**config.mk**
```make
export PLATFORM = sky130hd
export DESIGN_NAME = hat_man_sprite_fetch
export DESIGN_NICKNAME = d
export VERILOG_FILES = /design/src/rtl/hat_man_sprite_fetch.sv
export SDC_FILE = /design/constraint.sdc
export NUM_CORES = 1
export LEC_CHECK = 0
export ABC_CLOCK_PERIOD_IN_PS = 1260
export CORE_UTILIZATION = 60
export CTS_BUF_LIST = sky130_fd_sc_hd__clkbuf_4
export DETAILED_ROUTE_END_ITERATION = 16
export DONT_BUFFER_PORTS = 1
export MAX_ROUTING_LAYER = met4
export PLACE_DENSITY = 0.83
export SLEW_MARGIN = 5
export SYNTH_ARGS = -nofsm -noshare
export SYNTH_HDL_FRONTEND = slang
export SYNTH_SLANG_ARGS = --single-unit
```
**constraint.sdc**
```tcl
create_clock -name Clk -period 1.26 [get_ports Clk]
set_clock_uncertainty 0.1 [all_clocks]
set_input_delay 0.126 -clock Clk [delete_from_list [all_inputs] [get_ports Clk]]
set_output_delay 0.126 -clock Clk [all_outputs]
set_load 0.01 [all_outputs]
```
**src/rtl/hat_man_sprite_fetch.sv**
```systemverilog
// Hat Man sprite fetch: ROM addressing, palette index capture and the hurt timer.
// Optional damage blink is compiled in with `define HURT_BLINK_EN.
module hat_man_sprite_fetch #(
  parameter int SPRITE_W     = 32,
  parameter int SPRITE_H     = 32,
  parameter int ADDR_W       = 10,
  parameter int TRANSP_IDX   = 1,
  parameter int HURT_FRAMES  = 30,
  parameter int BLINK_FRAMES = 4
) (
  input  logic              Clk,
  input  logic              Reset,
  input  logic              frame_start,
  input  logic [9:0]        DrawX,
  input  logic [9:0]        DrawY,
  input  logic [9:0]        SpriteX,
  input  logic [9:0]        SpriteY,
  input  logic              hit,
  output logic [ADDR_W-1:0] rom_addr,
  input  logic [3:0]        rom_data,
  output logic [3:0]        index_out,
  output logic              sprite_on,
  output logic              hurt_sel,
  output logic              hurt_active
);

  localparam int LW = $clog2(SPRITE_W);
  localparam int CW = $clog2(HURT_FRAMES + 1);

  typedef enum logic {
    IDLE = 1'b0,
    HURT = 1'b1
  } state_t;

  state_t        state;
  state_t        state_next;
  logic [CW-1:0] cnt;
  logic [CW-1:0] cnt_next;

  logic signed [10:0] rel_x;
  logic signed [10:0] rel_y;
  logic               in_x;
  logic               in_y;
  logic               in_box;
  logic [ADDR_W-1:0]  addr_c;
  logic               box_d1;
  logic               box_d2;
  logic               visible;

  // Zero-extend before subtracting so left/above the sprite goes negative.
  assign rel_x = $signed({1'b0, DrawX}) - $signed({1'b0, SpriteX});
  assign rel_y = $signed({1'b0, DrawY}) - $signed({1'b0, SpriteY});

  assign in_x   = !rel_x[10] && ($unsigned(rel_x) < 11'(SPRITE_W));
  assign in_y   = !rel_y[10] && ($unsigned(rel_y) < 11'(SPRITE_H));
  assign in_box = in_x && in_y;
  assign addr_c = ADDR_W'({rel_y[9:0], rel_x[LW-1:0]});

  always_ff @(posedge Clk or posedge Reset) begin
    if (Reset) begin
      rom_addr  <= '0;
      box_d1    <= 1'b0;
      box_d2    <= 1'b0;
      index_out <= 4'd0;
      sprite_on <= 1'b0;
    end else begin
      rom_addr  <= in_box ? addr_c : '0;
      box_d1    <= in_box;
      box_d2    <= box_d1;
      index_out <= rom_data;
      sprite_on <= box_d2 && (rom_data != 4'(TRANSP_IDX)) && visible;
    end
  end

  always_ff @(posedge Clk or posedge Reset) begin
    if (Reset) begin
      state <= IDLE;
      cnt   <= '0;
    end else begin
      state <= state_next;
      cnt   <= cnt_next;
    end
  end

  // A hit always reloads; the frame decrement only runs without one.
  always_comb begin
    state_next = state;
    cnt_next   = cnt;
    unique case (state)
      IDLE: begin
        if (hit) begin
          state_next = HURT;
          cnt_next   = CW'(HURT_FRAMES);
        end
      end
      HURT: begin
        if (hit) begin
          cnt_next = CW'(HURT_FRAMES);
        end else if (frame_start) begin
          cnt_next = cnt - CW'(1);
          if (cnt == CW'(1)) state_next = IDLE;
        end
      end
      default: begin
        state_next = IDLE;
        cnt_next   = '0;
      end
    endcase
  end

  always_comb begin
    hurt_active = (state == HURT);
  end

  // Palette choice only changes at the frame boundary.
  always_ff @(posedge Clk or posedge Reset) begin
    if (Reset) hurt_sel <= 1'b0;
    else if (frame_start) hurt_sel <= hurt_active;
  end

`ifdef HURT_BLINK_EN
  localparam int BW = (BLINK_FRAMES > 1) ? $clog2(BLINK_FRAMES) : 1;

  logic [BW-1:0] blink_cnt;
  logic          blink_vis;

  always_ff @(posedge Clk or posedge Reset) begin
    if (Reset) begin
      blink_cnt <= '0;
      blink_vis <= 1'b0;
    end else if (state == IDLE && state_next == HURT) begin
      blink_cnt <= '0;
      blink_vis <= 1'b0;
    end else if (state == HURT && frame_start) begin
      if (blink_cnt == BW'(BLINK_FRAMES - 1)) begin
        blink_cnt <= '0;
        blink_vis <= ~blink_vis;
      end else begin
        blink_cnt <= blink_cnt + BW'(1);
      end
    end
  end

  assign visible = (state == HURT) ? blink_vis : 1'b1;
`else
  assign visible = 1'b1;
`endif

endmodule
```
==> flow_summary.yaml, run 1 <==
outcome:
  status: "finished with violations"
  violations: "negative setup slack"
min_path:
  holdPathEnd: "cnt[4]"
  min-delay-start: "frame_start"
  min_path_type: "input port to register"
  holdPathStages: 4
sta:
  finalHoldViolations: 0
  fmax_mhz: 414
  min_period_ns: 2.41
  finalSetupViolCount: 16
  final.setup.worst_slack_ns: -1.15
  slew_headroom: 0.702
  hold_slack_ns: 0.0655
  rsz0062_at_grt: "yes"
  finalCritPeriodShare: 1.92
  slew_violations: 0
  worstMarginPinSlew_ns: 0.448
logic_synthesis:
  synthMostInstantiatedCell: "inv_1"
  ys_ff_latch: 24
  synth_cells: 202
  synth_common_cells: "32 x inv_1, 24 x dfrtp_1, 22 x ha_1, 10 x nor4_2"
  ys_seq_area_frac: 0.314
  synth_edf_count: 0
  synth.avg_cell_area_sq_um: 9.46
  yosysTopAreaCell: "dfrtp_1"
  ys.flop_type: "dfrtp_1"
  synth_area_sq_um: 1910
  synth_top_area_frac: 0.314
  synth_nets: 274
  ys_warn_count: 0
  synth.area.top_cells: "dfrtp_1 31%, ha_1 14%, nor4_2 6.5%"
  async_flop_share: 1.00
  ys_types: 48
cells_and_area:
  stdcell_area_sq_um: 2780
  multi_input_area_sq_um: 1430
  antenna_cells: 0
  syn2layout_area_growth_pct: 45.4
  utilization: 0.917
  drive_above_1_share: 0.358
  fin_nets: 333
  nFillCells: 97
  seq_area_sq_um: 603
power_and_ir_drop:
  pwr-share-seq: 0.327
  p_comb_frac: 0.444
  power.total_w: 0.00250
  p_leak_nw: 1.29
  vdd_drop_max_mv: 0.502
  clkPwrFrac: 0.228
  p_int_w: 0.00160
  switching_power_w: 0.000897
  switching_share: 0.359
  powerDensity_nw_per_um2: 899
worst_setup_path:
  crit_type: "input port to register"
  critPathArrivalTime_ns: 2.53
  r2r_setup_slack_ns: -0.14
  slowest_stage: "a221o_1"
  required_ns: 1.37
  timing.rr.end: "cnt[4]"
  cp_slowest_stage_delay_ns: 0.37
  startpoint_type: "input port"
  cp_num_cells: 10
  crit_family: "compound AO/OA/AOI/OAI gates"
  reg2reg_from: "cnt[1]"
  path_cells: "inv_1 > ha_4 > and2_4 > a221o_1 > buf_4 > o211ai_1 > a211oi_1 > nand4b_1 > buf_6 > nor4_4"
  path_buf_inv: 3
  path_max_fanout: 5
  worst_setup_path_end_kind: "register"
  reg2regPathDepth: 6
floorplan:
  start_util: 0.631
  fp.dieW_um: 58.4
  rows: 20
  core-area_sq_um: 3030
  ios: 65
  die_h_um: 58.4
  die_area_sq_um: 3410
global_routing:
  grt_pass1_vias: 1968
  grt_usage: 0.393
  grt_max_degree: 19
  grt_overflow: 0
  antenna_found_initial: 0
  grt_pass1_wl_um: 9570
detailed_routing:
  num_vias: 2160
  drt-total-wl_um: 8020
  wl_per_cell_um: 26.4
  viasPerCell: 7.11
  dr.pass1.iters: 5
  drtIter0Drc: 273
  drt_drc_violations_left: 0
  ant_nets: 0
clock_network:
  cts_tree: "yes"
  clock_path_buffers: 2
  h-tree-depth: 1
  root_buffer: "clkbuf_4"
  clk_pin_slew_ns: 0.14
  clk_latency_ns: 0.32
  numCtsBuffers: 3
  numClockSinks: 24
placed_design:
  io_buffers: 0
  post_dp_cell_area_sq_um: 2280
  gp_congestion: 0.913
  dp_hpwl_um: 3470
job:
  maxCapViolations: 0
[through the flow]
stage | std cells | setup slack (ns) | setup TNS, ns
6_report | 304 | -1.15 | -11.95
5_1_grt | 304 | -1.15 | -11.91
4_1_cts | 301 | -0.739 | -7.88
2_1_floorplan | 202 | -0.906 | -9.38
3_3_place_gp | 278 | -0.964 | -10.48
3_5_place_dp | 278 | -1.16 | -12.23
[cell usage in the layout (no fill, tap or decap), types with 5 or more instances in the layout]
master and instances:
nand2_1 6, nand2b_1 5, o21ai_0 9, xnor2_1 7
nor4_4 9, nor2_1 8, buf_6 7, dfrtp_1 22
a21oi_1 9, inv_1 27, dlygate4sd3_1 9, buf_4 40
ha_1 17
[state kept, by name, indices dropped and copies added (netlist names)]
name and cells:
sprite_on 1, cnt 5, rom_addr 10, hurt_sel 1
index_out 4, box_d1 1, box_d2 1, hurt_active 1
[tightest hold or removal path, delay by kind of cell]
family,cells,cell delay (ns)
xor+xnor,1,0.13
simple gates,3,0.21
[power by group through the flow]
| stage | Sequential [W] | Clock [W] | Combinational, W |
|---|---|---|---|
| 4_1_cts | 0.000809 | 0.000535 | 0.000888 |
| 3_5_place_dp | 0.000823 | 0 | 0.000739 |
| 2_1_floorplan | 0.000818 | 0 | 0.000493 |
| 6_report | 0.000817 | 0.000569 | 0.00111 |
| 3_3_place_gp | 0.000820 | 0 | 0.000696 |
| 5_1_grt | 0.000820 | 0.000609 | 0.00114 |
[kinds of logic (layout without fill, tap and decap cells)]
logic type                 after synthesis  in the layout  share of synthesized area
adders and majority gates               24             24                      0.165
xor gates and xnor gates                12             12                     0.0550
muxes                                    1              1                    0.00524
and+or+nand+nor                         56             56                      0.195
buffers and inverters                   35             93                     0.0733
AOI/OAI and AO/OA                       50             50                      0.192
DFF                                     24             24                      0.314
[layer usage]
metal | wire length [um] | global-route usage
met2 | 3650 | 0.701
met4 | 714 | 0.235
met3 | 1020 | 0.0725
met5 | 0 | -
met1 | 2620 | 0.400
[timing repair]
item,in CTS,in global routing
gates cloned,2,0
endpoints found under the setup margin,15,17
hold buffers,9,0
pin swaps,8,10
setup buffers,8,3
resized for setup,25,23
hold endpoints to repair,38,0
[worst max path at each step]
| stage | endpoint | from | slack [ns] |
|---|---|---|---|
| 6_report | rom_addr[5] | SpriteX[4] | -1.15 |
| 5_1_grt | rom_addr[5] | DrawY[0] | -1.15 |
| 4_1_cts | rom_addr[9] | DrawY[0] | -0.74 |
| 3_5_place_dp | rom_addr[4] | DrawY[0] | -1.16 |
| 3_3_place_gp | rom_addr[0] | DrawX[0] | -0.96 |
| 2_1_floorplan | rom_addr[2] | DrawY[0] | -0.91 |
[final cells by class]
type,instances,area share
multi-input cells,143,0.514
flip-flops and latches,24,0.217
repair buffers,57,0.176
inverters,32,0.0536
well taps,44,0.0198
clock inverters,1,0.0108
clock buffers,3,0.00811
No activity file was read; power rests on OpenSTA's default activity.
==> run 2: changes to the inputs <==
--- a/config.mk
+++ b/config.mk
@@ -10,6 +10,7 @@
 export CTS_BUF_LIST = sky130_fd_sc_hd__clkbuf_4
 export DETAILED_ROUTE_END_ITERATION = 16
 export DONT_BUFFER_PORTS = 1
+export GPL_ROUTABILITY_DRIVEN = 0
 export MAX_ROUTING_LAYER = met4
 export PLACE_DENSITY = 0.83
 export SLEW_MARGIN = 5
==> results of run 2 <==
The final DEF is identical to that of run 1; final timing and power are the same.
==> run 3: changes to the inputs <==
--- a/config.mk
+++ b/config.mk
@@ -8,11 +8,12 @@
 export ABC_CLOCK_PERIOD_IN_PS = 1260
 export CORE_UTILIZATION = 60
 export CTS_BUF_LIST = sky130_fd_sc_hd__clkbuf_4
+export CTS_CLUSTER_DIAMETER = 80
 export DETAILED_ROUTE_END_ITERATION = 16
 export DONT_BUFFER_PORTS = 1
 export GPL_ROUTABILITY_DRIVEN = 0
 export MAX_ROUTING_LAYER = met4
-export PLACE_DENSITY = 0.83
+export PLACE_DENSITY = 0.84
 export SLEW_MARGIN = 5
 export SYNTH_ARGS = -nofsm -noshare
 export SYNTH_HDL_FRONTEND = slang
==> run 3 against run 2 <==
  * Via count shrank 13%
  * Cell count fell by 2.0%
  * Maximum frequency up 13%
  * Register-to-register slack gained 0.02 ns
  * Largest power group unchanged
  * Largest cell class unchanged
  * The flow still finishes with violations (negative setup slack)
  * Die area unchanged
  * Count of clock-buffer cells in the layout stayed put
==> flow_summary.yaml, run 3 (synthesis results as in run 1) <==
global_routing:
  grt_overflow: 0
  grt_pass1_wl_um: 8740
  grt_pass1_vias: 1886
  grt_usage: 0.362
  grt_max_degree: 25
  antenna_found_initial: 0
worst_setup_path:
  path_buf_inv: 4
  critPathArrivalTime_ns: 2.29
  slowest_stage: "fa_2"
  path_cells: "clkinv_16 > ha_4 > inv_2 > fa_2 > a21o_1 > a221oi_4 > buf_4 > nor3_2 > nor4_2 > nand4b_1 > buf_2 > nor4_2"
  crit_type: "input port to register"
  crit_family: "simple AND/OR/NAND/NOR gates"
  startpoint_type: "input port"
  path_max_fanout: 5
  cp_slowest_stage_delay_ns: 0.35
  reg2reg_from: "cnt[0]"
  critPathLaunch: "DrawY[0]"
  required_ns: 1.42
  cpMostUsedCell: "nor4_2"
  worst_setup_path_end_kind: "register"
cells_and_area:
  seq_area_sq_um: 601
  multi_input_area_sq_um: 1380
  layout_commonest_cell: "buf_4"
  antenna_cells: 0
  top_regs: "rom_addr (10), cnt (5), index_out (4)"
  finalNonFillerCells: 298
  drive_above_1_share: 0.323
  fin_nets: 328
  final_cell_mix: "38 x buf_4, 27 x inv_1, 24 x dfrtp_1, 18 x ha_1"
  largest_register_ffs: 10
  stdcell_area_sq_um: 2640
  syn2layout_area_growth_pct: 38.3
  nFillCells: 132
  top_register: "rom_addr"
sta:
  finalSetupViolCount: 17
  slew_violations: 0
  slew_headroom: 0.719
  worstMarginPinSlew_ns: 0.417
  final.setup.worst_slack_ns: -0.873
  finalCritPeriodShare: 1.69
  min_period_ns: 2.13
  finalHoldViolations: 0
  rsz0062_at_grt: "yes"
  fin_setup_tns_ns: -9.55
  fmax_mhz: 469
min_path:
  min-delay-start: "frame_start"
  min_path_type: "input port to register"
outcome:
  status: "finished with violations"
  violations: "negative setup slack"
placed_design:
  dp_hpwl_um: 3650
  dpl.cell_count: 279
  io_buffers: 0
  place_ws_ns: -1.18
  post_dp_cell_area_sq_um: 2290
clock_network:
  clock_path_buffers: 2
  root_buffer: "clkbuf_4"
  numCtsBuffers: 3
  numClockSinks: 24
  h-tree-depth: 1
  clk_pin_slew_ns: 0.15
  cts_tree: "yes"
  clk_latency_ns: 0.34
job:
  maxCapViolations: 0
detailed_routing:
  wl_per_cell_um: 21.5
  viasPerCell: 6.34
  drt-total-wl_um: 6410
  num_vias: 1889
  ant_nets: 0
  dr.pass1.iters: 4
  drtIter0Drc: 101
  drt_drc_violations_left: 0
floorplan:
  die_h_um: 58.4
  die_area_sq_um: 3410
  ios: 65
  start_util: 0.631
  rows: 20
  core-area_sq_um: 3030
  fp.dieW_um: 58.4
power_and_ir_drop:
  p_leak_nw: 1.24
  powerDensity_nw_per_um2: 819
  vdd_drop_max_mv: 0.509
  power.total_w: 0.00216
==> run 3: area by class of cell <==
type                    count  area share
flip-flops and latches     24       0.227
repair buffers             52       0.164
inverters                  32      0.0554
multi-input cells         143       0.524
well taps                  44      0.0208
clock buffers               3     0.00852
==> run 3: where the power goes <==
part	switching [W]	internal (W)
clock	0.000267	0.000113
combinational	0.000512	0.000454
sequential	0.0000280	0.000789
total	0.000808	0.00136
==> run 3: worst paths after layout <==
check / end / slack [ns] / cells after the start
min in group asynchronous: hurt_active / 0.16 / 3
hold / removal: cnt[4] / 0.01 / 4
max in group asynchronous: index_out[0] / 0.63 / 3
hold reg to reg: box_d2 / 0.28 / 0
setup / recovery: rom_addr[3] / -0.87 / 12
setup reg to reg: cnt[4] / -0.12 / 6
==> run 3: layer usage <==
metal / part of all wire / global-route usage / vias up
li1: - / - / 829
met1: 0.36 / 0.361 / 911
met2: 0.51 / 0.635 / 117
met3: 0.077 / 0.0835 / 32
met4: 0.049 / 0.228 / 0
met5: 0 / - / -
==> run 3: metrics by stage <==
step	util	hold WS, ns
floorplan	-	0.0406
global placement	0.756	-0.0341
detailed placement	0.756	-0.0313
CTS	0.838	0.0273
global route	0.873	0.0346
finish	0.873	0.0111
==> run 3: repair_timing <==
action | in CTS | in global routing
pin swaps | 6 | 6
endpoints found under the setup margin | 15 | 17
endpoints found under the hold margin | 38 | 0
hold buffers | 9 | 0
gates resized for setup | 19 | 13
cloned | 1 | 1
buffers inserted | 4 | 2
==> run 3: worst min-delay path, cell delays in order <==
cell and delay [ns]:
nand3_4 0.08, nor3_4 0.04, xnor2_1 0.12, nand2b_1 0.07
